`config.mk`:
```
export PLATFORM = sky130hd
export DESIGN_NAME = adc_sample_packer_flat
export DESIGN_NICKNAME = d
export VERILOG_FILES = /design/src/rtl/adc_pkg.sv /design/src/rtl/adc_sample_packer_if.sv /design/src/rtl/sat_counter.sv /design/src/rtl/adc_sample_packer.sv /design/src/flat_wrapper.sv
export SDC_FILE = /design/constraint.sdc
export NUM_CORES = 1
export LEC_CHECK = 0
export BUFFER_PORTS_ARGS = -buffer_cell sky130_fd_sc_hd__buf_2
export CAP_MARGIN = 10
export CORE_ASPECT_RATIO = 1.5
export CORE_MARGIN = 2
export CORE_UTILIZATION = 59
export CTS_CLUSTER_SIZE = 8
export DETAILED_ROUTE_END_ITERATION = 12
export GPL_TIMING_DRIVEN = 0
export PLACE_DENSITY = 0.84
export SLEW_MARGIN = 25
export SYNTH_ARGS = -nofsm -noshare
export SYNTH_HDL_FRONTEND = slang
export SYNTH_SLANG_ARGS = --single-unit
```
`constraint.sdc`:
```
create_clock -name wrclk -period 5.5 [get_ports wrclk]
set_input_delay 0.275 -clock wrclk [delete_from_list [all_inputs] [get_ports wrclk]]
set_output_delay 0.275 -clock wrclk [all_outputs]
set_load 0.01 [all_outputs]
```
`src/rtl/adc_pkg.sv`:
```
// Shared types and widths for the ADC acquisition write path.
package adc_pkg;

  localparam int SAMPLE_W = 16;
  localparam int FIFO_W   = 64;

  typedef enum logic {IDLE, FILL} pack_state_t;

  typedef logic [FIFO_W-1:0] fifo_word_t;

endpackage

```
`src/rtl/adc_sample_packer_if.sv`:
```
// Write port of the 64-bit dual-clock FIFO as seen from the packer.
interface adc_sample_packer_if;
  import adc_pkg::*;

  logic       wrreq;
  fifo_word_t wr_data;
  logic       wrfull;

  modport master (output wrreq, output wr_data, input wrfull);
  modport slave  (input wrreq, input wr_data, output wrfull);

endinterface

```
`src/rtl/sat_counter.sv`:
```
// Saturating up-counter; a same-cycle clear and increment yields a count of one.
module sat_counter #(
  parameter int W = 16
) (
  input  logic         clk,
  input  logic         rst_n,
  input  logic         inc,
  input  logic         clr,
  output logic [W-1:0] count
);

  // Clear first, then apply the increment, stopping at all-ones.
  always_ff @(posedge clk or negedge rst_n) begin
    if (!rst_n) begin
      count <= '0;
    end else if (clr) begin
      count <= inc ? W'(1) : '0;
    end else if (inc && (count != '1)) begin
      count <= count + W'(1);
    end
  end

endmodule

```
`src/rtl/adc_sample_packer.sv`:
```
// Packs four ADC samples into one FIFO word, aligned to the channel-0 marker,
// with a single pending word to ride out short FIFO-full periods.
//
//   state | meaning
//   IDLE  | waiting for an enabled channel-0 sample
//   FILL  | collecting lanes; index selects the next lane
module adc_sample_packer
  import adc_pkg::*;
#(
  parameter int SAMPLE_W         = 16,
  parameter int SAMPLES_PER_WORD = 4,
  parameter int DROP_CNT_W       = 16
) (
  input  logic                  wrclk,
  input  logic                  clear_n,
  input  logic                  enable,
  input  logic                  sample_valid,
  input  logic [SAMPLE_W-1:0]   sample_data,
  input  logic                  sample_first,
  input  logic                  clr_stat,
  adc_sample_packer_if.master   fifo,
  output logic [DROP_CNT_W-1:0] drop_count,
  output logic                  overflow,
  output logic                  align_err
);

  localparam int IDX_W = (SAMPLES_PER_WORD > 1) ? $clog2(SAMPLES_PER_WORD) : 1;
  localparam logic [IDX_W-1:0] LAST_IDX = IDX_W'(SAMPLES_PER_WORD - 1);

  pack_state_t      state;
  logic [IDX_W-1:0] idx;
  fifo_word_t       acc;
  logic             pend_valid;
  fifo_word_t       pend_word;

  logic             accept;
  logic             realign;
  logic [IDX_W-1:0] lane_idx;
  logic             word_done;
  logic             wrreq_i;
  logic             drop;
  fifo_word_t       next_word;

  // Decode the incoming sample: which lane it lands in and whether it closes a word.
  always_comb begin
    accept    = sample_valid & enable & ((state == FILL) | sample_first);
    realign   = (state == FILL) & enable & sample_valid & sample_first & (idx != '0);
    lane_idx  = sample_first ? '0 : idx;
    word_done = accept & (lane_idx == LAST_IDX);
    wrreq_i   = pend_valid & ~fifo.wrfull;
    drop      = word_done & pend_valid & ~wrreq_i;
    next_word = acc;
    for (int l = 0; l < SAMPLES_PER_WORD; l++) begin
      if (lane_idx == IDX_W'(l)) begin
        next_word[l*SAMPLE_W +: SAMPLE_W] = sample_data;
      end
    end
  end

  assign fifo.wrreq   = wrreq_i;
  assign fifo.wr_data = pend_word;

  // Framing FSM, pending word and sticky flags.
  always_ff @(posedge wrclk or negedge clear_n) begin
    if (!clear_n) begin
      state      <= IDLE;
      idx        <= '0;
      acc        <= '0;
      pend_valid <= 1'b0;
      pend_word  <= '0;
      overflow   <= 1'b0;
      align_err  <= 1'b0;
    end else begin
      if (!enable) begin
        state <= IDLE;
        idx   <= '0;
      end else if (accept) begin
        state <= FILL;
        acc   <= next_word;
        idx   <= word_done ? '0 : lane_idx + IDX_W'(1);
      end

      // Oldest word wins: a completion only loads when the slot is free or draining.
      if (word_done && (!pend_valid || wrreq_i)) begin
        pend_valid <= 1'b1;
        pend_word  <= next_word;
      end else if (wrreq_i) begin
        pend_valid <= 1'b0;
      end

      overflow  <= (overflow  & ~clr_stat) | drop;
      align_err <= (align_err & ~clr_stat) | realign;
    end
  end

  sat_counter #(.W(DROP_CNT_W)) u_drop_cnt (
    .clk   (wrclk),
    .rst_n (clear_n),
    .inc   (drop),
    .clr   (clr_stat),
    .count (drop_count)
  );

endmodule

```
`src/flat_wrapper.sv`:
```
// flat-port wrapper written by rule: the top's interface ports become plain ports
module adc_sample_packer_flat import adc_pkg::*;
#(
  parameter int SAMPLE_W         = 16,
  parameter int SAMPLES_PER_WORD = 4,
  parameter int DROP_CNT_W       = 16
)
  (wrclk, clear_n, enable, sample_valid, sample_data, sample_first, clr_stat, drop_count, overflow, align_err, fifo_wrreq, fifo_wr_data, fifo_wrfull);
  adc_sample_packer_if fifo_i ();
  input  logic wrclk;
  input  logic clear_n;
  input  logic enable;
  input  logic sample_valid;
  input  logic [SAMPLE_W-1:0] sample_data;
  input  logic sample_first;
  input  logic clr_stat;
  output logic [DROP_CNT_W-1:0] drop_count;
  output logic overflow;
  output logic align_err;
  output wire logic [$bits(fifo_i.wrreq)-1:0] fifo_wrreq;
  output wire logic [$bits(fifo_i.wr_data)-1:0] fifo_wr_data;
  input wire logic [$bits(fifo_i.wrfull)-1:0] fifo_wrfull;
  assign fifo_wrreq = fifo_i.wrreq;
  assign fifo_wr_data = fifo_i.wr_data;
  assign fifo_i.wrfull = fifo_wrfull;
  adc_sample_packer #(.SAMPLE_W(SAMPLE_W), .SAMPLES_PER_WORD(SAMPLES_PER_WORD), .DROP_CNT_W(DROP_CNT_W)) u_core (.wrclk(wrclk), .clear_n(clear_n), .enable(enable), .sample_valid(sample_valid), .sample_data(sample_data), .sample_first(sample_first), .clr_stat(clr_stat), .fifo(fifo_i), .drop_count(drop_count), .overflow(overflow), .align_err(align_err));
endmodule
```
==> results_dict.tcl, run 1 <==
set metrics [dict create \
    antenna_found_initial 0 \
    rsz0062_at_grt "no" \
    die_width_um 85.1 \
    clk_pin_slew_ns 0.05 \
    skew_ns 0.00582 \
    final_common_cell "dfrtp_1" \
    viasPerCell 5.92 \
    async_reset_ff_share_pct 100 \
    avgRoutedWirePerCell_um 19.3 \
    hp-start "enable" \
    avgSynthCellArea_sq_um 12.0 \
    synthTopCellsByArea "dfrtp_1 (58%), mux2_2 (13%), mux2i_1 (8.3%)" \
    yosys_warnings 0 \
    rows 44 \
    drt_wl_total_um 14200 \
    syn_to_final_growth_pct 23.1 \
    port_buffers 104 \
    crit_path_start "u_core.idx[1]" \
    syn-num-nets 513 \
    min_path_type "in2reg" \
    critPathArrivalTime_ns 2.91 \
    min_to "u_core.state" \
    start_util_pct 60.4 \
    cts_resized 0 \
    cp.required_ns 5.79 \
    synth.largest_area_cell "dfrtp_1" \
    cp-end-kind "flip-flop" \
    cts_tree "yes" \
    layoutNonFillerInstCount 738 \
    synthDistinctLibCells 36 \
    post_cts_buffers 0 \
    diodes 0 \
    cpMaxStageDelayCell "nor4_1" \
    synth-edff-count 0 \
    crit_chain "nor2b_1 > ha_1 > o2111a_1 > buf_4 > nand3_1 > clkbuf_1 > nor4_1 > mux2_2" \
    grt_pass1_wl_um 23000 \
    worst_pin_slew_ns 0.865 \
    leakagePower_uw 0.00366 \
    crit_buf_inv 2 \
    antenna_left 0 \
    grt_max_degree 94 \
    timing.fmax_mhz 383 \
    cts_buffers 17 \
    maxSlewViolCount 0 \
    r2r-start "u_core.idx[1]" \
    path_class "reg2reg" \
    utilization_pct 74.4 \
    powerDensity_nw_per_um2 354 \
    drtIter0Drc 214 \
    dieArea_sq_um 10700 \
    synth_top_area_share_pct 57.6 \
    synth_area_sq_um 5820 \
    setup_slack_ns 2.89 \
    drive_above_1_share_pct 34.3 \
    gp_congestion 0.880 \
    period_minus_slack_ns 2.61 \
    clkLatencyLatePin_ns 0.41 \
    ys_seq_area_share_pct 57.6 \
    clockBufferDepth 2 \
    nets 638 \
    hold_buffers 1 \
    htree_levels 4 \
    grt_pass1_vias 4561 \
    overflow 0 \
    synth_cells 485 \
    layout_common_cells "dfrtp_1 (134), buf_2 (111), mux2_2 (68), a21oi_1 (58), nor2_1 (57)" \
    reg2reg_depth 8 \
    core-area_sq_um 9630 \
    ff2ff_setup_slack_ns 2.89 \
    setup_viol 0 \
    first_pass_iters 4 \
    die_y_um 126 \
    slowest_delay_ns 0.59 \
    place_hpwl_um 9530 \
    dp_cells 705 \
    critPathTopFamily "simple AND/OR/NAND/NOR gates" \
    cp_max_fo 10 \
    ys_seq_elements 134 \
    drcViolationCount 0 \
    cts.sinks 134 \
    routed-via-count 4369 \
    whs_path_depth 3 \
    slew_headroom_pct 42.4 \
    cp-start-kind "flip-flop" \
    r2r-end "u_core.u_drop_cnt.count[10]" \
    final-hold-violation-count 0 \
    cts_root_buffer "clkbuf_16" \
    place_ws_ns 2.80 \
    p_total_uw 2540 \
    status "completed" \
    fin_crit_sh_pct 47.5 \
    grtUsageTotal_pct 27.8 \
    synth_ff_type "dfrtp_1" \
    ir_worst_vdd_uv 293 \
    drv_cap 0 \
    ioPinCount 106 \
    fin_tns_setup_ns 0 \
]
[worst max-delay path by stage]
stage | cells after the start | end | slack, ns
after global routing | 8 | u_core.fifo.wr_data[38] | 2.74
after CTS | 8 | u_core.u_drop_cnt.count[10] | 2.88
after global placement | 1 | u_core.fifo.wr_data[60] | 2.51
after floorplan | 6 | u_core.u_drop_cnt.count[5] | 3.39
after detailed placement | 10 | u_core.u_drop_cnt.count[10] | 2.80
final | 8 | u_core.u_drop_cnt.count[10] | 2.89
[layer usage]
metal | wire [um] | share of wire (%) | vias to the layer above | GRT usage [%]
li1 | - | - | 1978 | -
met1 | 5440 | 38 | 2209 | 32.3
met2 | 7640 | 54 | 158 | 48.4
met3 | 857 | 6.0 | 24 | 7.40
met5 | 0 | 0 | - | 0
met4 | 277 | 1.9 | 0 | 11.0
[power by group]
| part | leakage (uW) | switching (uW) | internal, uW |
|---|---|---|---|
| Combinational | 0.00155 | 111 | 108 |
| Sequential | 0.00181 | 48.0 | 1070 |
| Clock | 0.000302 | 417 | 782 |
| Total | 0.00366 | 577 | 1960 |
[logic make-up (layout without fill, tap and decap cells)]
group,after synthesis,count (layout),synth area share [%]
adder cells (fa/ha/maj),5,5,1.07
AND/OR/NAND/NOR,115,115,9.67
flip-flops,134,134,57.6
buffers and inverters,35,173,2.49
AO/OA/AOI/OAI,79,79,7.57
multiplexers,117,117,21.6
[worst reg2reg max path, delay by kind of cell (launching register included)]
kind                     cells  cell delay (ns)
AO/OA/AOI/OAI                1             0.19
adder cells (fa/ha/maj)      1             0.21
buffers and inverters        2             0.38
flip-flops                   1             0.37
multiplexers                 1             0.39
AND/OR/NAND/NOR              3             0.95
[cell usage after synthesis, drive strengths merged (5+ instances only)]
cell / instances
a21oi: 58
buf: 14
clkbuf: 16
dfrtp: 134
ha: 5
inv: 5
mux2: 69
mux2i: 48
nand2: 14
nand3: 7
nand4: 6
nor2: 57
nor2b: 8
o21ai: 7
o31ai: 6
or4: 8
[state kept, by name, summed over array words and instances, names as in the netlist]
name	cells
u_core.u_drop_cnt.count	16
u_core.align_err	1
u_core.overflow	1
u_core.pend_valid	1
u_core.idx	2
u_core.acc	48
u_core.state	1
u_core.fifo.wr_data	64
[area by class of cell]
cell class,count,area [sq um]
clock buffers,20,457
repair buffers,106,568
inverters,5,18.8
flip-flops and latches,134,3350
multi-input cells,316,2320
plain buffers,30,126
fillers,661,2470
well taps,115,144
clock inverters,12,175
[metrics by stage]
step | area (sq um) | hold WS, ns
detailed placement | 6520 | 0.178
global route | 7170 | 0.174
CTS | 7170 | 0.150
floorplan | 5820 | -0.0206
finish | 7170 | 0.162
global placement | 6490 | 0.485
Power figures use the tool's default switching activity.
==> inputs of run 2 (changes only) <==
CORE_UTILIZATION = 50   (was 59)
PLACE_DENSITY = 0.76   (was 0.84)
clock period = 2.3 ns   (was 5.5 ns; I/O delays follow)
==> run 2 against run 1 <==
  * Hold slack lost 0.14 ns
  * Final area grew 1.1%
  * Clock power grew 130%
  * Total power grew 130%
  * First-iteration DRC count shrank 5.1%
  * Wire length grew 1.4%
  * Worst setup slack lost 2.8 ns
  * Non-clock buffer count shrank 3
  * Sequential share of layout area shrank 0.50 points
  * Flip-flop and latch count is the same
  * Core utilization shrank 11 points
  * Critical path type unchanged
  * Critical endpoint is now u_core.u_drop_cnt.count[5]
  * Highest routed layer unchanged
==> results_dict.tcl, run 2 (synthesis gave the netlist of run 1 again) <==
set metrics [dict create \
    status "completed" \
    cts_root_buffer "clkbuf_16" \
    cts_buffers 17 \
    nets 635 \
    grt_max_degree 83 \
    die_width_um 92.1 \
    routed-via-count 4321 \
    p_total_uw 5910 \
    clockBufferDepth 2 \
    grtUsageTotal_pct 24.6 \
    maxSlewViolCount 0 \
    drive_above_1_share_pct 37.6 \
    timing.fmax_mhz 453 \
    cts_tree "yes" \
    skew_ns 0.00887 \
    final-hold-violation-count 0 \
    clk_pin_slew_ns 0.06 \
    crit_path_start "u_core.idx[1]" \
    layout_common_cells "dfrtp_1 (133), buf_2 (111), mux2_2 (68), nor2_1 (57), a21oi_1 (57)" \
    core-area_sq_um 11400 \
    final_common_cell "dfrtp_1" \
    cp_max_fo 4 \
    leakagePower_uw 0.00369 \
    drtIter0Drc 203 \
    ioPinCount 106 \
    hp-start "sample_valid" \
    largest_reg_flops 64 \
    slew_headroom_pct 59.9 \
    drv_cap 0 \
    ir_worst_vdd_uv 603 \
    setup_viol 0 \
    min_path_type "in2reg" \
    worst_pin_slew_ns 0.596 \
    diodes 0 \
    place_hpwl_um 9840 \
    path_class "reg2reg" \
    rsz0062_at_grt "no" \
    critPathArrivalTime_ns 2.50 \
    cts.sinks 134 \
    grt_pass1_vias 4564 \
    avgRoutedWirePerCell_um 18.7 \
    cp-start-kind "flip-flop" \
    r2r-start "u_core.idx[1]" \
    clkLatencyLatePin_ns 0.41 \
    first_pass_iters 4 \
    period_minus_slack_ns 2.21 \
    dieArea_sq_um 12500 \
    powerDensity_nw_per_um2 816 \
    reg2reg_depth 7 \
    grt_pass1_wl_um 23400 \
    viasPerCell 5.62 \
    whs_path_depth 3 \
    cp-end-kind "flip-flop" \
    fin_tns_setup_ns 0 \
    gp_congestion 0.903 \
    fin_crit_sh_pct 96.0 \
    drt_wl_total_um 14400 \
    rows 48 \
    die_y_um 136 \
    antenna_found_initial 0 \
    port_buffers 104 \
    start_util_pct 51.0 \
    antenna_left 0 \
    overflow 0 \
    syn_to_final_growth_pct 24.5 \
    htree_levels 4 \
    cp.required_ns 2.59 \
    drcViolationCount 0 \
]
## run 2: what timing repair did
action,in CTS,in global routing
setup buffers,0,0
setup endpoints to repair,98,65
hold buffers,2,0
pin swaps,0,2
gates resized for setup,17,17
endpoints found under the hold margin,53,0
## run 2: critical path, cell delays in order, from the launching register on
cell and delay [ns]:
dfrtp_1 0.36, nor2b_2 0.22, ha_1 0.21, o2111a_1 0.19
buf_4 0.11, nand3_2 0.12, or4_4 0.56, mux2_1 0.32
## run 2: final timing paths
path | slack (ns) | to
min in group asynchronous | 0.22 | u_core.u_drop_cnt.count[7]
max in group asynchronous | 1.34 | u_core.acc[5]
max reg2reg | 0.09 | u_core.u_drop_cnt.count[5]
min reg2reg | 0.50 | u_core.fifo.wr_data[62]
max | 0.09 | u_core.u_drop_cnt.count[5]
min | 0.02 | u_core.align_err
## run 2: final cells by class
class                      instances  area [sq um]
multi-input combinational        316          2370
timing repair buffer             107           578
buffer                            26           144
clock buffer                      22           464
tap                              150           188
fill                             883          4170
sequential                       134          3350
inverter                           5          18.8
clock inverter                     9           126
## run 2: routing by layer
layer	up-vias	routed length [um]	global-route usage, %
li1	1974	-	-
met1	2194	5470	27.0
met2	123	7880	45.0
met3	30	645	5.93
met4	0	412	10.4
met5	-	0	0
## run 2: report_power, final
part           total, uW  internal [uW]  leakage (uW)  switching (uW)
combinational        521            262       0.00160             260
sequential          2670           2560       0.00181             106
clock               2720           1750      0.000290             969
total               5910           4570       0.00369            1330
## run 2: through the flow
stage	area, sq um	hold WS [ns]	utilization [%]	worst slack [ns]	std cells
6_report	7250	0.0209	63.5	0.0916	769
5_1_grt	7250	0.0197	63.5	0.0101	769
4_1_cts	7210	0.00761	63.2	0.0245	770
3_5_place_dp	6570	0.0641	57.6	-0.312	740
3_3_place_gp	6530	0.406	57.2	-0.612	739
2_1_floorplan	5820	-0.181	-	0.185	485
==> inputs of run 3 (changes only) <==
SETUP_SLACK_MARGIN = 0.15   (was not set)
==> run 3 against run 2 <==
  * Maximum frequency up 3.5%
  * Clock power about the same
  * First-iteration DRC count rose by 2.5%
  * Register-to-register slack better by 0.07 ns
  * Core utilization is 1.0 points higher
  * Flip-flop and latch count did not move
  * Critical path depth decreased by 1
  * Count of clock-buffer cells in the layout stayed put
  * Non-clock buffer count increased by 11
  * Sequential power barely moved
  * Critical endpoint is now u_core.u_drop_cnt.count[9]
  * Largest cell class unchanged
==> results_dict.tcl, run 3 (synthesis gave the netlist of run 1 again) <==
set metrics [dict create \
    place_hpwl_um 9840 \
    reg2reg_depth 6 \
    setup_slack_ns 0.166 \
    min_to "u_core.align_err" \
    diodes 0 \
    overflow 0 \
    gp_congestion 0.903 \
    cp_max_fo 6 \
    ir_worst_vdd_uv 599 \
    maxSlewViolCount 0 \
    start_util_pct 51.0 \
    cp.required_ns 2.63 \
    cpMaxStageDelayCell "or4_1" \
    met2_length_um 8180 \
    period_minus_slack_ns 2.13 \
    status "completed" \
    cp-end-kind "flip-flop" \
    ioPinCount 106 \
    rows 48 \
    grtUsageTotal_pct 25.0 \
    cts_tree "yes" \
    place_ws_ns -0.312 \
    min_path_type "in2reg" \
    cts_root_buffer "clkbuf_16" \
    cp-start-kind "flip-flop" \
    fin_tns_setup_ns 0 \
    crit_chain "nor2b_4 > ha_2 > o2111ai_1 > or4_4 > or4_1 > a21oi_1" \
    routed-via-count 4400 \
    worst_pin_slew_ns 0.585 \
    drv_cap 0 \
    clk_pin_slew_ns 0.05 \
    r2r-end "u_core.u_drop_cnt.count[9]" \
    final-hold-violation-count 0 \
    cts_buffers 17 \
    setup_viol 0 \
    rsz0062_at_grt "yes" \
    avgRoutedWirePerCell_um 18.9 \
    die_y_um 136 \
    port_buffers 104 \
    grt_pass1_wl_um 23800 \
    hp-start "sample_valid" \
    grt_max_degree 83 \
    critPathArrivalTime_ns 2.46 \
    skew_ns 0.00814 \
    fillers 871 \
    met1Wirelength_um 5430 \
    antenna_left 0 \
    syn_to_final_growth_pct 26.5 \
    die_width_um 92.1 \
    layout_common_cells "dfrtp_1 (133), buf_2 (111), mux2_2 (68), nor2_1 (57), a21oi_1 (56)" \
    highest_layer "met4" \
    dieArea_sq_um 12500 \
    timing.fmax_mhz 469 \
    path_class "reg2reg" \
    grt_pass1_vias 4650 \
    viasPerCell 5.64 \
    cts.sinks 134 \
    core-area_sq_um 11400 \
    drtIter0Drc 208 \
    whs_path_depth 3 \
    ff2ff_setup_slack_ns 0.17 \
    met3_length_um 684 \
    r2r-start "u_core.idx[1]" \
    htree_levels 4 \
    leakagePower_uw 0.00375 \
    slew_headroom_pct 60.6 \
    largest_reg_flops 64 \
    clkLatencyLatePin_ns 0.41 \
    fin_crit_sh_pct 92.8 \
    drt_wl_total_um 14700 \
    first_pass_iters 4 \
    slowest_delay_ns 0.50 \
    powerDensity_nw_per_um2 804 \
    antenna_found_initial 0 \
    final_common_cell "dfrtp_1" \
    drcViolationCount 0 \
    drive_above_1_share_pct 39.5 \
    nets 646 \
    clockBufferDepth 2 \
]
==> run 3: cell types whose count changed in the layout (fill, tap and decap cells not counted), moves of 2 or more <==
cell	before	now
nand2_1	14	11
clkbuf_4	3	5
nand2_2	0	3
buf_4	2	10
==> run 3: worst max path at each step <==
stage                          startpoint                    endpoint  slack (ns)  cells after the start
3_3_place_gp                      clear_n     u_core.fifo.wr_data[62]       -0.61                      1
2_1_floorplan  u_core.u_drop_cnt.count[0]  u_core.u_drop_cnt.count[5]        0.19                      6
6_report                    u_core.idx[1]  u_core.u_drop_cnt.count[9]        0.17                      6
3_5_place_dp                u_core.idx[1]              u_core.acc[26]       -0.31                      7
4_1_cts                     u_core.idx[0]  u_core.u_drop_cnt.count[5]        0.15                      8
5_1_grt                     u_core.idx[0]  u_core.u_drop_cnt.count[9]        0.11                      7
==> run 3: repair_timing <==
| item | in CTS | in global routing |
|---|---|---|
| endpoints found under the hold margin | 53 | 0 |
| endpoints found under the setup margin | 104 | 71 |
| pin swaps | 1 | 2 |
| resized for setup | 35 | 16 |
| setup buffers | 5 | 2 |
| hold buffers | 2 | 0 |
==> run 3: routing by layer <==
| layer | global-route usage [%] | vias up |
|---|---|---|
| li1 | - | 1996 |
| met1 | 27.2 | 2218 |
| met2 | 46.2 | 153 |
| met3 | 5.93 | 33 |
| met4 | 10.6 | 0 |
| met5 | 0 | - |
==> run 3: metrics by stage <==
step                power (uW)  hold slack (ns)  instance area [sq um]  utilization (%)  std cells
floorplan                 3010           -0.181                   5820                -        485
global placement          3180            0.406                   6530             57.2        739
detailed placement        3230           0.0641                   6570             57.6        740
CTS                       5950          0.00761                   7310             64.1        778
global route              6140           0.0261                   7360             64.5        780
finish                    5920           0.0262                   7360             64.5        780
==> run 3: final cells by class <==
cell class | count | area [sq um] | share of cell area, %
sequential | 134 | 3350 | 45.6
multi-input combinational | 316 | 2400 | 32.6
timing repair buffer | 114 | 631 | 8.56
clock buffer | 22 | 464 | 6.30
tap | 150 | 188 | 2.55
buffer | 30 | 180 | 2.45
clock inverter | 9 | 126 | 1.72
inverter | 5 | 18.8 | 0.255
==> run 3: worst max-delay path: cells and delay by family (launching register included) <==
family                     cells  cell delay (ns)
AOI/OAI and AO/OA              2             0.32
adders and majority gates      1             0.19
DFF                            1             0.38
and+or+nand+nor                3             1.17
==> run 3: report_power, final <==
part / internal, uW / switching, uW
sequential: 2560 / 107
combinational: 269 / 265
clock: 1750 / 970
total: 4580 / 1340
